## config.mk

```make
export PLATFORM = sky130hd
export DESIGN_NAME = riscv_ex
export DESIGN_NICKNAME = d
export VERILOG_FILES = /design/src/rtl/riscv_ex_pkg.sv /design/src/rtl/riscv_alu.sv /design/src/rtl/riscv_ex.sv
export SDC_FILE = /design/constraint.sdc
export NUM_CORES = 1
export LEC_CHECK = 0
export ABC_AREA = 1
export CAP_MARGIN = 20
export CORE_MARGIN = 5
export CORE_UTILIZATION = 50
export CTS_BUF_LIST = sky130_fd_sc_hd__clkbuf_4
export DETAILED_ROUTE_END_ITERATION = 16
export PLACE_DENSITY = 0.72
export SYNTH_ARGS = -nofsm -noshare
export SYNTH_HDL_FRONTEND = slang
export SYNTH_HIERARCHICAL = 1
export SYNTH_SLANG_ARGS = --single-unit
```

## constraint.sdc

```tcl
create_clock -name clk -period 0.8 [get_ports clk]
set_clock_uncertainty 0.05 [all_clocks]
set_input_delay 0.16 -clock clk [delete_from_list [all_inputs] [get_ports clk]]
set_output_delay 0.16 -clock clk [all_outputs]
set_load 0.05 [all_outputs]
```

## src/rtl/riscv_ex_pkg.sv

```systemverilog
// Shared RV32I constants and the execute-stage output payload.
package riscv_ex_pkg;

  localparam int unsigned XLEN    = 32;
  localparam int unsigned REG_W   = 5;
  localparam int unsigned SHAMT_W = 5;
  localparam int unsigned F3_W    = 3;

  localparam logic [F3_W-1:0] FUNCT3_ADD  = 3'b000;
  localparam logic [F3_W-1:0] FUNCT3_SLL  = 3'b001;
  localparam logic [F3_W-1:0] FUNCT3_SLT  = 3'b010;
  localparam logic [F3_W-1:0] FUNCT3_SLTU = 3'b011;
  localparam logic [F3_W-1:0] FUNCT3_XOR  = 3'b100;
  localparam logic [F3_W-1:0] FUNCT3_SRL  = 3'b101;
  localparam logic [F3_W-1:0] FUNCT3_OR   = 3'b110;
  localparam logic [F3_W-1:0] FUNCT3_AND  = 3'b111;

  typedef struct packed {
    logic             memfetch;
    logic [REG_W-1:0] rd;
    logic [XLEN-1:0]  result;
  } ex_out_t;

endpackage

```

## src/rtl/riscv_alu.sv

```systemverilog
// Combinational RV32I integer ALU; shifts take their amount from shamt only.
module riscv_alu
  import riscv_ex_pkg::*;
(
  input  logic [XLEN-1:0]    a,
  input  logic [XLEN-1:0]    b,
  input  logic [SHAMT_W-1:0] shamt,
  input  logic [F3_W-1:0]    funct3,
  input  logic               invertb,
  output logic [XLEN-1:0]    y_c
);

  always_comb begin
    y_c = '0;
    unique case (funct3)
      FUNCT3_ADD:  y_c = invertb ? (a - b) : (a + b);
      FUNCT3_SLL:  y_c = a << shamt;
      FUNCT3_SLT:  y_c = XLEN'($signed(a) < $signed(b));
      FUNCT3_SLTU: y_c = XLEN'(a < b);
      FUNCT3_XOR:  y_c = a ^ b;
      // invertb selects sign fill (SRA) over zero fill (SRL)
      FUNCT3_SRL:  y_c = invertb ? XLEN'($signed(a) >>> shamt) : (a >> shamt);
      FUNCT3_OR:   y_c = a | b;
      FUNCT3_AND:  y_c = a & b;
      default:     y_c = '0;
    endcase
  end

endmodule

```

## src/rtl/riscv_ex.sv

```systemverilog
// Execute stage: ALU plus the one-cycle output register toward memory/writeback.
module riscv_ex
  import riscv_ex_pkg::*;
(
  input  logic               rst,
  input  logic               clk,
  input  logic [REG_W-1:0]   rdi,
  input  logic [XLEN-1:0]    a,
  input  logic [XLEN-1:0]    b,
  input  logic [SHAMT_W-1:0] shamt,
  input  logic [F3_W-1:0]    funct3,
  input  logic               invertb,
  output logic [XLEN-1:0]    result,
  output logic [REG_W-1:0]   rd,
  output logic               memfetch
);

  logic [XLEN-1:0] alu_y_c;
  ex_out_t         ex_d;
  ex_out_t         ex_q;

  riscv_alu u_alu (
    .a       (a),
    .b       (b),
    .shamt   (shamt),
    .funct3  (funct3),
    .invertb (invertb),
    .y_c     (alu_y_c)
  );

  // memfetch stays low until load/store support is added
  always_comb begin
    ex_d          = '0;
    ex_d.result   = alu_y_c;
    ex_d.rd       = rdi;
    ex_d.memfetch = 1'b0;
  end

  always_ff @(posedge clk or negedge rst) begin
    if (!rst) ex_q <= '0;
    else      ex_q <= ex_d;
  end

  assign result   = ex_q.result;
  assign rd       = ex_q.rd;
  assign memfetch = ex_q.memfetch;

endmodule

```

==> impl_metrics.tcl, run 1 <==
set metrics [dict create \
    portBuffers 116 \
    dp_hpwl_um 46700 \
    ys_seq_elements 37 \
    cts.htree.levels 2 \
    syn_nets 2228 \
    globalplace.congestion 1.16 \
    cts_root_buffer "clkbuf_4" \
    worst-ep-kind "register input" \
    die_x_um 157 \
    synth_edf_count 0 \
    cts_inserted_buffers 5 \
    clock-sinks 37 \
    grt_max_degree 46 \
    postSynthAreaPerCell_um2 5.25 \
    lastStage "global routing (5_1_grt)" \
    grt-ovfl-total 646 \
    yosys.cell_types.count 49 \
    row_count 53 \
    synthArstFlopShare_pct 100 \
    first-error "[ERROR GRT-0232] Routing congestion too high. Check the congestion heatmap in the GUI." \
    syn_area_um2 10800 \
    seq_area_frac_synth_pct 8.61 \
    worst_endpoint "result[22]$_DFF_PN0_/D" \
    die_h_um 157 \
    start_util_pct 51.0 \
    syn_inst 2050 \
    status "did not finish" \
    yosys_most_used_dff "dfrtp_1" \
    ios 118 \
    ys.warnings.count 6 \
    cts_buffer_depth 2 \
    track_usage_pct 87.2 \
]
## cell usage after synthesis (all sizes together) (2+ instances only)
master / instances / share of area, %
inv: 275 / 9.7
o21bai: 9 / 0.63
o211ai: 32 / 2.3
and2: 14 / 0.81
nand3: 295 / 14
nor3: 20 / 1.2
o21a: 12 / 0.84
mux2i: 4 / 0.37
nor2: 149 / 5.3
and3: 2 / 0.12
o21ai: 76 / 3.7
a221oi: 9 / 0.73
nand3b: 7 / 0.49
clkbuf: 22 / 0.80
nand2: 746 / 26
o221ai: 4 / 0.33
dfrtp: 37 / 8.6
nand4: 8 / 0.47
a211oi: 5 / 0.35
buf: 83 / 4.3
ha: 96 / 11
o31ai: 2 / 0.14
a31oi: 4 / 0.23
a21oi: 106 / 5.0
o22ai: 17 / 0.99
fa: 2 / 0.37
xor2: 8 / 0.65
## repair_timing
action                                 in CTS
gates resized for setup                   782
setup buffers                              67
hold buffers                                1
setup endpoints to repair                  69
pin swaps                                 237
gates cloned                                4
endpoints found under the hold margin      37
## routing by layer
layer	GRT overflow	GRT usage, %
met2	395	103
met3	19	76.0
met5	0	38.3
met4	221	95.0
met1	11	81.9
## cells by family after synthesis
logic type               share of synthesized area (%)
AO/OA/AOI/OAI                                     15.5
XOR/XNOR                                         0.651
adder cells (fa/ha/maj)                           11.5
buffers and inverters                             14.9
flip-flops                                        8.61
multiplexers                                     0.372
other                                           0.0349
AND/OR/NAND/NOR                                   48.4
## through the flow
step	area [um^2]	hold WS, ns	TNS [ns]	setup slack (ns)	cells
4_1_cts	18500	0.130	-38.12	-0.808	2839
3_5_place_dp	16100	0.120	-55.11	-1.91	2762
3_3_place_gp	16100	0.101	-53.59	-1.84	2762
2_1_floorplan	11400	-0.186	-23.94	-0.863	2050
==> run 2: changes to the inputs <==
--- a/config.mk
+++ b/config.mk
@@ -8,10 +8,9 @@
 export ABC_AREA = 1
 export CAP_MARGIN = 20
 export CORE_MARGIN = 5
-export CORE_UTILIZATION = 50
-export CTS_BUF_LIST = sky130_fd_sc_hd__clkbuf_4
+export CORE_UTILIZATION = 35
 export DETAILED_ROUTE_END_ITERATION = 16
-export PLACE_DENSITY = 0.72
+export PLACE_DENSITY_LB_ADDON = 0.15
 export SYNTH_ARGS = -nofsm -noshare
 export SYNTH_HDL_FRONTEND = slang
 export SYNTH_HIERARCHICAL = 1
==> impl_metrics.tcl, run 2 <==
set metrics [dict create \
    syn_inst 2050 \
    vias 16800 \
    multiInputGateArea_um2 11800 \
    grt_pass1_vias 16000 \
    wl_per_cell_um 21.6 \
    finalSetupViolations 69 \
    track_usage_pct 36.3 \
    nets 2831 \
    p_leak_uw 0.0105 \
    ys.warnings.count 6 \
    synth.most_common_cell "nand2_1" \
    ir_drop_mv 0.854 \
    syn2layout_area_growth_pct 97.7 \
    yosys_most_used_dff "dfrtp_1" \
    layout_commonest_cell "buf_4" \
    cts_root_buffer "clkbuf_16" \
    holdWs_ns 0.210 \
    status "complete, but fails checks" \
    totalWireLength_um 66000 \
    yosys.cell_types.count 49 \
    synthTopCellsByCount "nand2_1 (738), nand3_1 (294), inv_1 (269)" \
    largest_reg_flops 32 \
    cts_inserted_buffers 5 \
    n_fill_cell 2642 \
    yosys.area.top_type "nand2_1" \
    die_h_um 185 \
    ios 118 \
    placed_cell_area_um2 16600 \
    crit_type "primary input to register" \
    worstPathRequired_ns 0.97 \
    cp_max_fo 3 \
    hold_viol 0 \
    cts_buffer_depth 2 \
    fin_cells 3050 \
    worstSetupStartpointType "primary input" \
    hp-class "primary input to async pin" \
    netlist.area_leader.share_pct 25.8 \
    grt-ovfl-total 0 \
    final_core_util_pct 69.9 \
    dp_hpwl_um 51200 \
    core_area_um2 30400 \
    rsz0062_at_grt "true" \
    globalplace.congestion 1.01 \
    die_x_um 185 \
    post-route-period-util_pct 225 \
    cts_tree "yes" \
    syn_area_um2 10800 \
    synthArstFlopShare_pct 100 \
    maxCapViolCount 0 \
    arrival_ns 1.97 \
    antenna_cells 0 \
    p_per_area_nw_per_um2 1000 \
    finalCriticalPeriod_ns 1.80 \
    row_count 64 \
    drive_gt1_share_pct 56.0 \
    register_area_um2 932 \
    die-area_um2 34300 \
    final_area_um2 21300 \
    fmax_mhz 556 \
    portBuffers 116 \
    seq_area_frac_synth_pct 8.61 \
    synth_edf_count 0 \
    postSynthAreaPerCell_um2 5.25 \
    clock-sinks 37 \
    grt_pass1_wl_um 94400 \
    ant_nets 0 \
    slew_violations 0 \
    grt_max_degree 59 \
    violations "setup timing" \
    drt_iter0_markers 1644 \
    numPlacedInstances 2935 \
    syn_nets 2228 \
    synth_area_leaders "nand2_1 (26%), nand3_1 (14%), ha_1 (11%)" \
    drc 0 \
    vias_per_cell 5.50 \
    cts.htree.levels 2 \
    firstDrtPassIters 5 \
    start_util_pct 35.3 \
    layout_common_cells "buf_4 (476), nand2_1 (466), nand2_2 (216)" \
    antenna_found_initial 0 \
    path_clk_slew_ns 0.07 \
    cp-end-kind "register" \
    ys_seq_elements 37 \
    final.setup.worst_slack_ns -0.997 \
]
## run 2: what timing repair did
item,in CTS,in global routing
endpoints found under the setup margin,69,70
hold buffers,1,0
cloned,4,2
endpoints found under the hold margin,37,0
gates resized for setup,899,421
setup buffers,71,34
pin swaps,226,244
## run 2: layout make-up
| cell class | instances | share of cell area, % |
|---|---|---|
| inverters | 276 | 5.66 |
| clock inverters | 3 | 0.206 |
| multi-input cells | 1632 | 55.3 |
| repair buffers | 698 | 31.4 |
| clock buffers | 5 | 0.589 |
| repair inverters | 3 | 0.141 |
| flip-flops and latches | 37 | 4.38 |
| well taps | 396 | 2.33 |
## run 2: path summary, 6_finish.rpt
kind | from | end | slack, ns | depth (start not counted)
worst max-delay path | a[0] | result[0] | -1.0 | 17
worst min-delay path | rst | rd[4] | 0.21 | 2
max in group asynchronous | rst | result[12] | 0.10 | 3
min in group clk | rdi[2] | rd[2] | 0.24 | 1
## run 2: cell families (layout without fill, tap and decap cells)
| group | Yosys count | count (layout) | synth area share [%] |
|---|---|---|---|
| DFF | 37 | 37 | 8.61 |
| buffers and inverters | 381 | 985 | 14.9 |
| AOI/OAI and AO/OA | 280 | 280 | 15.5 |
| muxes | 4 | 4 | 0.372 |
| xor gates and xnor gates | 8 | 8 | 0.651 |
| other | 1 | 1 | 0.0349 |
| and+or+nand+nor | 1241 | 1241 | 48.4 |
| adders and majority gates | 98 | 98 | 11.5 |
## run 2: power breakdown
| group | internal, uW | switching (uW) | leakage, uW | total (uW) |
|---|---|---|---|---|
| registers | 2110 | 300 | 0.000457 | 2410 |
| logic | 7180 | 9140 | 0.00999 | 16300 |
| clock network | 1490 | 1090 | 0.0000842 | 2570 |
## run 2: metrics by stage
| stage | total power (uW) | setup WS, ns | setup TNS, ns |
|---|---|---|---|
| 3_5_place_dp | 14800 | -2.02 | -55.93 |
| 6_report | 21300 | -0.997 | -38.55 |
| 3_3_place_gp | 14700 | -1.98 | -55.32 |
| 5_1_grt | 22100 | -1.05 | -40.72 |
| 2_1_floorplan | 8430 | -0.863 | -23.94 |
| 4_1_cts | 19400 | -1.03 | -38.59 |
## run 2: metal layers
metal	share of wire, %	track usage (%)	vias up
li1	-	-	7817
met1	39	45.3	7848
met2	45	59.1	910
met3	8.1	5.56	209
met4	7.6	21.5	0
met5	0	0	-
## run 2: worst max-delay path, stage by stage
cell and delay, ns:
buf_12 0.12, inv_12 0.05, ha_4 0.13, inv_4 0.03
fa_2 0.41, nand2_2 0.10, nand2_4 0.06, buf_4 0.14
nand3_4 0.06, nand2_4 0.07, nand2_4 0.08, nand2_4 0.07
nand2_4 0.08, nand3_2 0.07, nand2_1 0.07, nand2_1 0.06
a21oi_2 0.19
Power figures use the tool's default switching activity.
